[src/rtl/interp_loop_ctrl.sv]
// interp_loop_ctrl: two-level row/column loop sequencer for the interpolation datapath.
// Optional ABORT input is enabled by defining INTERP_LOOP_CTRL_ABORT_EN.
module interp_loop_ctrl #(
  parameter int CNT_W    = 4,
  parameter int LAST_ROW = 15,
  parameter int N_COLS   = 4,
  parameter int COL_W    = 3
) (
  input  logic             CLK,
  input  logic             RST_ASYNC_N,
  input  logic             START,
  input  logic             STALL,
  input  logic [CNT_W-1:0] CNT_VALUE,
  output logic             CNT_WRITE_EN,
  output logic [CNT_W-1:0] CNT_DATA,
  output logic             SAMPLE_VALID,
  output logic [COL_W-1:0] COL_IDX,
  output logic             ROW_LAST,
  output logic             BUSY,
  output logic             DONE
`ifdef INTERP_LOOP_CTRL_ABORT_EN
  ,
  input  logic             ABORT
`endif
);

  typedef enum logic [1:0] {
    S_IDLE,
    S_CLEAR,
    S_RUN,
    S_FINISH
  } state_t;

  localparam logic [CNT_W-1:0] LAST_V   = CNT_W'(LAST_ROW);
  localparam logic [COL_W-1:0] COL_LAST = COL_W'(N_COLS - 1);

  state_t           state_q;
  state_t           state_d;
  logic [COL_W-1:0] col_d;
  logic             done_d;
  logic             abort;
  logic             active;
  logic             advance;
  logic             col_end;
  logic             row_end;

`ifdef INTERP_LOOP_CTRL_ABORT_EN
  assign abort = ABORT;
`else
  assign abort = 1'b0;
`endif

  assign active  = (state_q != S_IDLE);
  assign advance = (state_q == S_RUN) && !STALL && !abort;
  assign col_end = (COL_IDX == COL_LAST);
  // >= so an out-of-range counter terminates instead of wrapping
  assign row_end = (CNT_VALUE >= LAST_V);

  always_ff @(posedge CLK or negedge RST_ASYNC_N) begin
    if (!RST_ASYNC_N) begin
      state_q <= S_IDLE;
      COL_IDX <= '0;
      DONE    <= 1'b0;
    end else begin
      state_q <= state_d;
      COL_IDX <= col_d;
      DONE    <= done_d;
    end
  end

  always_comb begin
    state_d = state_q;
    col_d   = COL_IDX;
    done_d  = 1'b0;
    unique case (state_q)
      S_IDLE: begin
        if (START) state_d = S_CLEAR;
      end
      S_CLEAR: begin
        col_d   = '0;
        state_d = S_RUN;
      end
      S_RUN: begin
        if (advance) begin
          if (col_end) begin
            col_d = '0;
            if (row_end) state_d = S_FINISH;
          end else begin
            col_d = COL_IDX + 1'b1;
          end
        end
      end
      S_FINISH: begin
        done_d  = 1'b1;
        state_d = S_IDLE;
      end
      default: state_d = S_IDLE;
    endcase
    if (abort && active) begin
      state_d = S_IDLE;
      col_d   = '0;
      done_d  = 1'b0;
    end
  end

  always_comb begin
    CNT_WRITE_EN = 1'b0;
    CNT_DATA     = '0;
    SAMPLE_VALID = 1'b0;
    ROW_LAST     = 1'b0;
    BUSY         = active;
    unique case (state_q)
      S_CLEAR: CNT_WRITE_EN = 1'b1;
      S_RUN: begin
        ROW_LAST = (CNT_VALUE == LAST_V);
        if (advance) begin
          SAMPLE_VALID = 1'b1;
          if (col_end && !row_end) begin
            CNT_WRITE_EN = 1'b1;
            CNT_DATA     = CNT_VALUE + 1'b1;
          end
        end
      end
      default: ;
    endcase
    // abort parks the counter at zero on the way out
    if (abort && active) begin
      CNT_WRITE_EN = 1'b1;
      CNT_DATA     = '0;
      SAMPLE_VALID = 1'b0;
    end
  end

endmodule

[config.mk]
export PLATFORM = sky130hd
export DESIGN_NAME = interp_loop_ctrl
export DESIGN_NICKNAME = d
export VERILOG_FILES = /design/src/rtl/interp_loop_ctrl.sv
export SDC_FILE = /design/constraint.sdc
export NUM_CORES = 1
export LEC_CHECK = 0
export CAP_MARGIN = 20
export CORE_AREA = 2 2 39 41
export CTS_CLUSTER_DIAMETER = 200
export DETAILED_ROUTE_END_ITERATION = 16
export DIE_AREA = 0 0 41 43
export PLACE_DENSITY_LB_ADDON = 0.1
export REMOVE_ABC_BUFFERS = 1
export SLEW_MARGIN = 30
export SYNTH_ARGS = -nofsm -noshare
export SYNTH_HDL_FRONTEND = slang
export SYNTH_SLANG_ARGS = --single-unit
[constraint.sdc]
create_clock -name CLK -period 1.7 [get_ports CLK]
set_clock_uncertainty 0.2 [all_clocks]
set_input_delay 0.34 -clock CLK [delete_from_list [all_inputs] [get_ports CLK]]
set_output_delay 0.34 -clock CLK [all_outputs]
set_load 0.005 [all_outputs]
# ---- Word-level counts from Yosys, hierarchy flattened
# Index checks and enable logic that the tools add are counted.
dict set report classes {
  n_addsub 2
  n_lt_le_gt_ge 1
  n_eq_ne 9
  muxes 18
  reduce_logical 9
}
# cell n
set op_table {}
lappend op_table {{4-bit two-way mux} 3}
lappend op_table {{2-bit two-way mux} 4}
lappend op_table {{2-bit != test, second input constant} 4}
lappend op_table {{2-bit case mux with 4 select lines} 1}
lappend op_table {{1-bit two-way mux} 6}
lappend op_table {{3-bit two-way mux} 2}
lappend op_table {{3-bit case mux with 2 select lines} 1}
lappend op_table {{4-bit by 1-bit adder with 4-bit output, second input constant} 1}
lappend op_table {{2-bit == test, second input constant} 2}
lappend op_table {{4-bit == test, second input constant} 1}
lappend op_table {{4-bit greater-or-equal comparator, second input constant} 1}
lappend op_table {{4-bit AND reduction} 1}
lappend op_table {{2-bit nonzero test} 2}
lappend op_table {{3-bit by 1-bit adder with 3-bit output, second input constant} 1}
lappend op_table {{3-bit by 2-bit == test with 1-bit output, second input constant} 1}
lappend op_table {{2-bit by 1-bit == test with 1-bit output, second input constant} 1}
lappend op_table {{1-bit logical AND} 2}
lappend op_table {{1-bit logical NOT} 2}
lappend op_table {{2-bit logical NOT} 1}
lappend op_table {{1-bit case mux with 2 select lines} 1}
lappend op_table {{2-bit AND reduction} 1}
dict set report word_totals {
  regBits 6
  inputBits 8
  output_inout_bits 12
  wordCells 42
}

# ---- Logic depth before layout (Yosys ltp)
dict set report depth {
  ltp_word 6
  mapped_depth 6
  mapped_depth_nobuf 6
}

# ---- Worst setup path after synthesis
# OpenSTA, ideal clock, no wires.
dict set report synth_path {
  path_type {reg2reg}
  start {register COL_IDX[0]}
  end {register state_q[1]}
  setup_ps 128
  arrival_ps 1544
  t_required_ps 1372
  slack_ps -171
  path_stages_with_launch 6
  path_buffers 0
  period_less_slack_ps 1871
  cell_sequence {dfrtp_1 -> ha_1 -> and2b_1 -> or3b_1 -> a2bb2oi_2 -> mux2_1}
}
dict set report synth_via {
  elab_chain_len 3
}
# item line_no
set synth_rtl {}
lappend synth_rtl {{from (decl)} 17} ;# output logic [COL_W-1:0] COL_IDX,
lappend synth_rtl {{from (signal assigned)} 66} ;# COL_IDX <= col_d;
lappend synth_rtl {{3-bit by 2-bit == test with 1-bit output} 55} ;# assign col_end = (COL_IDX == COL_LAST);
lappend synth_rtl {{2-bit != test (no line)} -}
lappend synth_rtl {{4-bit AND reduction (no line)} -}
lappend synth_rtl {{to (signal assigned)} 65} ;# state_q <= state_d;
lappend synth_rtl {{to (decl)} 37} ;# state_t state_q;
# No other way between the ends.
# A chain may end at the register's enable or synchronous reset.

# ---- Worst setup path in the final report
dict set report layout_path {
  start {register COL_IDX[1]}
  end {output CNT_WRITE_EN}
}
dict set report layout_via {
  elab_chain_len 5
}
# item line_no
set layout_rtl {}
lappend layout_rtl {{3-bit by 2-bit == test with 1-bit output} 55}
lappend layout_rtl {{1-bit logical AND} 118} ;# if (col_end && !row_end) begin
lappend layout_rtl {{1-bit two-way mux} 118}
lappend layout_rtl {{1-bit two-way mux} 116} ;# if (advance) begin
lappend layout_rtl {{1-bit case mux with 2 select lines} 112} ;# unique case (state_q)
lappend layout_rtl {{to (decl)} 14} ;# output logic CNT_WRITE_EN,
# No other way between the ends.

==> qor.yml <==
run_status:
  status: "complete, but fails checks"
  violations: "setup timing"
logic_synthesis:
  synth_seq_cells: 6
  yosysSeqAreaShare: 0.343
  synthTopCellsByArea: "dfrtp_1 (34%), ha_1 (17%), a21oi_1 (4.6%)"
  syn_area_um2: 438
  synth.distinct_cells: 22
  ys_warn_count: 0
  ys_top_cells_by_count: "dfrtp_1 (6), ha_1 (6), inv_1 (5)"
  synth_top_cell_by_area: "dfrtp_1"
  syn_avg_cell_area_um2: 9.32
  synth_ff_type: "dfrtp_1"
  netlist.area_leader.share: 0.343
  synthCells: 47
  synth_edf_count: 0
  async_flop_share: 1.00
pwr:
  design_power_total_mw: 1.31
  power.static_leakage_nw: 0.460
  powerDensity_nw_per_um2: 1450
  peakVddDrop_mv: 0.853
critical_path:
  r2r_start: "COL_IDX[1]"
  reg2reg_depth: 6
  rrSetupSlack_ns: -0.25
  cp_num_buf_inv: 1
  arrival_ns: 1.42
  crit_family: "flip-flops"
  slowest_delay_ns: 0.37
  crit_type: "flop to output pin"
  critical_path_required_ns: 1.16
  rr_endpoint: "state_q[1]"
  worst_path_max_delay_cell: "dfrtp_1"
  start_kind: "flop"
  path_cells: "ha_2 -> and2b_1 -> and3_4 -> o21a_1 -> buf_2"
  end_kind: "output pin"
  path_max_fanout: 3
clock_tree:
  clockBufferDepth: 2
  cts.sinks: 6
  cts_tree: "built"
  ctsHoldBuffers: 0
  root_buffer: "clkbuf_4"
  numCtsBuffers: 3
  clock_latency_ns: 0.23
  cts_max_level: 1
  clk_pin_slew_ns: 0.04
global_route:
  grt_pass1_vias: 496
  grt_max_degree: 7
  antenna_found_initial: 0
  grt_use_total: 0.155
  grt_pass1_wl_mm: 1.80
  grt_overflow: 0
cells_and_area:
  layout-drive-gt1-share: 0.558
  post-route-util: 0.652
  area_growth_pct: 106
  fin_nets: 111
  diodes: 0
route:
  num_vias: 503
  final_antenna_net_count: 0
  firstDrtPassIters: 2
  drt-total-wl_mm: 1.18
  drc: 0
  vias_per_cell: 4.53
  first_iter_violations: 2
  routedWlPerCell_um: 10.7
timing:
  setup_viol: 8
  holdWs_ns: 0.142
  rsz0062_at_grt: "yes"
  timing.fmax_mhz: 511
  setup_ws_ns: -0.255
  worstMarginPinSlew_ns: 0.258
  setup_tns_ns: -1.41
  min_period_over_period: 1.15
  period_needed_ns: 1.96
  slew_violations: 0
  hold_violations: 0
  slew-limit-headroom: 0.827
floorplan:
  io_pins: 20
  start_util: 0.316
  rows: 14
  die_y_um: 43
  die_w_um: 41
  dieArea_um2: 1760
  coreArea_um2: 1380
place:
  gp_congestion: 0.735
  port_buffers: 19
  dpl.hpwl_um: 886
flow_run:
  drv_cap: 0
min_path:
  hold_class: "input port to asynchronous set/reset pin"
[registers in the layout, indices dropped and copies added (netlist names)]
name / count
COL_IDX: 3
state_q: 2
DONE: 1
[layer usage]
layer / vias to the layer above / track usage / share of wire / wire length (um)
li1: 260 / - / - / -
met1: 230 / 0.136 / 0.37 / 440
met2: 13 / 0.294 / 0.57 / 676
met3: 0 / 0.0314 / 0.055 / 65
met4: 0 / 0.0800 / 0 / 0
met5: - / 0 / 0 / 0
[stage by stage]
step | instances | area [um^2] | worst slack [ns]
after floorplan | 47 | 438 | -0.171
after global placement | 101 | 791 | -0.775
after detailed placement | 101 | 791 | -0.793
after CTS | 110 | 880 | -0.258
after global routing | 111 | 902 | -0.303
final | 111 | 902 | -0.255
[layout make-up]
type                            count  area [um^2]
Inverter                            5         21.3
Fill cell                         127          482
Tap cell                           16         20.0
Timing Repair Buffer               45          357
Clock buffer                        3         22.5
Sequential cell                     6          150
Multi-Input combinational cell     36          332
[placed cells by master (no fill, tap or decap), types with 2 or more instances in the layout]
| cell | instances |
|---|---|
| buf_6 | 5 |
| nand2_1 | 3 |
| nor2_1 | 2 |
| inv_2 | 3 |
| clkdlybuf4s15_1 | 2 |
| buf_4 | 22 |
| o21ai_0 | 3 |
| ha_4 | 2 |
| ha_1 | 2 |
| dlygate4sd2_1 | 4 |
| clkbuf_4 | 3 |
| nor2b_1 | 2 |
| buf_2 | 7 |
| clkdlybuf4s50_1 | 4 |
| ha_2 | 2 |
| a21oi_1 | 4 |
| dfrtp_1 | 6 |
[worst max-delay path by stage]
stage	startpoint	endpoint	slack, ns	cells after the start
2_1_floorplan	COL_IDX[0]	state_q[1]	-0.17	5
5_1_grt	COL_IDX[1]	state_q[1]	-0.30	6
4_1_cts	state_q[0]	CNT_DATA[0]	-0.26	7
3_3_place_gp	CNT_VALUE[1]	CNT_WRITE_EN	-0.78	6
3_5_place_dp	CNT_VALUE[0]	CNT_WRITE_EN	-0.79	6
6_report	COL_IDX[1]	CNT_WRITE_EN	-0.26	5
[power by group]
group	total, mW	switching [mW]	internal, mW
Sequential	0.239	0.0362	0.203
Combinational	0.948	0.358	0.590
Clock	0.120	0.0411	0.0791
[repair_timing]
item                       in CTS  in global routing
setup buffers                   7                  3
gates resized for setup        56                 11
pin swaps                      10                  3
setup endpoints to repair      13                 11
[logic make-up after synthesis]
kind of cell / share of synthesized area
multiplexers: 0.0486
AO/OA/AOI/OAI: 0.151
adder cells (fa/ha/maj): 0.171
flip-flops: 0.343
buffers and inverters: 0.0429
AND/OR/NAND/NOR: 0.223
XOR/XNOR: 0.0200
No activity file was read; power rests on OpenSTA's default activity.
==> RTL edit, RTL diff (same flow settings) <==
Reset style: synchronous (`RST_ASYNC_N`), changed in one clocked block.
--- a/src/rtl/interp_loop_ctrl.sv
+++ b/src/rtl/interp_loop_ctrl.sv
@@ -58,3 +58,3 @@
 
-  always_ff @(posedge CLK or negedge RST_ASYNC_N) begin
+  always_ff @(posedge CLK) begin
     if (!RST_ASYNC_N) begin
Formal check against the unedited RTL: differs if RST_ASYNC_N is asserted again (counterexample within 4 cycles, from zero or initial values and one cycle with RST_ASYNC_N low); with RST_ASYNC_N held inactive, the same outputs for 10 cycles.
==> RTL edit against the unedited design <==
The flow still finishes with violations (setup timing). Total power shrank 17%. Synthesized area up 5.1%. Hold slack better by 0.24 ns. Core utilization increased by 3.7 points. Cell area increased by 5.7%. Die area stayed put. Worst setup slack got worse by 0.084 ns. Register-to-register slack better by 0.20 ns. Highest routed layer unchanged. Routed wire length increased by 22%. Sequential cell count did not move. Critical path type unchanged. Critical endpoint is now CNT_DATA[0].
==> RTL edit: results (changes against the unedited design) <==
\begin{tabular}{lr}
\hline
Metric & Value \\
\hline
\multicolumn{2}{l}{\textbf{Run status}} \\
Outcome & complete, but fails checks \\
Violations in the final reports & setup timing \\
\multicolumn{2}{l}{\textbf{Pwr}} \\
Power Density & 1140 nW/um\^{}2 (-22\%) \\
Peak supply drop & 941 uV (+10\%) \\
Static power due to leakage & 0.000469 uW (+2.0\%) \\
\multicolumn{2}{l}{\textbf{Cells and area}} \\
Combined flip-flop and latch cell area & 126 um\^{}2 (-16\%) \\
Fill count & 125 (-1.6\%) \\
Number of nets in the final layout & 117 (+5.4\%) \\
Signal buf overhead & 35.6\% (-4.0 points) \\
Fraction of layout cells with a size suffix above 1 & 64.0\% (+8.2 points) \\
Multi-input gate share of total cell area & 44.9\% (+8.1 points) \\
Number of multi-input combinational cells & 42 (+17\%) \\
\multicolumn{2}{l}{\textbf{Global route}} \\
Met1 usage & 22.2\% (+8.6 points) \\
Overall routing resource usage & 19.0\% (+3.5 points) \\
Number of global-route vias before repair & 547 (+10\%) \\
\multicolumn{2}{l}{\textbf{Detailed routing}} \\
Vias after detailed routing & 543 (+8.0\%) \\
Number of design-rule violations left by the first detailed-router iteration & 4 (+2) \\
Total met3 wirelength after detailed routing & 109 um (+68\%) \\
First-pass DRT Iterations & 4 (+2) \\
\multicolumn{2}{l}{\textbf{Place}} \\
HPWL Detailed & 997 um (+13\%) \\
GPL Wtd Cong & 0.717 (-2.4\%) \\
Dpl cell area & 828 um\^{}2 (+4.7\%) \\
\multicolumn{2}{l}{\textbf{Synthesis}} \\
Mean Syn Cell Area & 8.85 um\^{}2 (-5.0\%) \\
Netlist cell types & 29 (+32\%) \\
Async set-or-reset flop fraction in the synthesized netlist & 0\% (-100 points) \\
Synth top cells by count & sky130\_fd\_sc\_hd\_\_ha\_1 (7), sky130\_fd\_sc\_hd\_\_dfxtp\_1 (6), sky130\_fd\_sc\_hd\_\_nor2\_1 (6), sky130\_fd\_sc\_hd\_\_and2\_1 (3), sky130\_fd\_sc\_hd\_\_inv\_1 (3) \\
\multicolumn{2}{l}{\textbf{STA}} \\
Hold Slack & 0.379 ns (+0.236 ns) \\
Crit path setup slack, layout & -0.340 ns (-0.0844 ns) \\
Final-report setup violation count & 6 (-2) \\
Setup Total Neg Slack & -1.59 ns (-0.179 ns) \\
\multicolumn{2}{l}{\textbf{Setup path}} \\
Worst Reg2Reg Path Length in Cells & 9 (+3) \\
\hline
\end{tabular}
==> RTL edit: worst min path at each step <==
stage and endpoint:
4_1_cts COL_IDX[2]$_SDFFE_PN0P_, 6_report COL_IDX[2]$_SDFFE_PN0P_, 2_1_floorplan COL_IDX[2]$_SDFFE_PN0P_, 3_5_place_dp COL_IDX[2]$_SDFFE_PN0P_
3_3_place_gp COL_IDX[2]$_SDFFE_PN0P_, 5_1_grt COL_IDX[2]$_SDFFE_PN0P_
==> RTL edit: report_power, final <==
part           leakage (uW)  switching, uW  internal (uW)
sequential        0.0000510           24.7            178
combinational      0.000405            323            430
clock             0.0000138           48.2           79.6
total              0.000469            396            688
==> RTL edit: worst max-delay path, stage by stage, from the launching register on <==
cell and delay [ns]:
sky130_fd_sc_hd__dfxtp_2 0.32, sky130_fd_sc_hd__inv_2 0.07, sky130_fd_sc_hd__ha_4 0.13, sky130_fd_sc_hd__inv_2 0.03, sky130_fd_sc_hd__or3_4 0.38, sky130_fd_sc_hd__nand2b_4 0.16
sky130_fd_sc_hd__nor2_1 0.07, sky130_fd_sc_hd__buf_2 0.11
==> RTL edit: cells by family after synthesis <==
logic type                 after synthesis  synth area share [%]
DFF                                      6                  26.1
adders and majority gates                7                  19.0
xor gates and xnor gates                 2                  3.81
muxes                                    1                  2.17
AOI/OAI and AO/OA                        7                  10.3
buffers and inverters                    4                  3.26
and+or+nand+nor                         25                  35.3
==> RTL edit: what timing repair did <==
| item | in CTS | in global routing |
|---|---|---|
| gates resized for setup | 61 | 14 |
| setup endpoints to repair | 15 | 12 |
| endpoints found under the hold margin | 0 | 0 |
| buffers inserted | 4 | 2 |
| pin swaps | 9 | 2 |
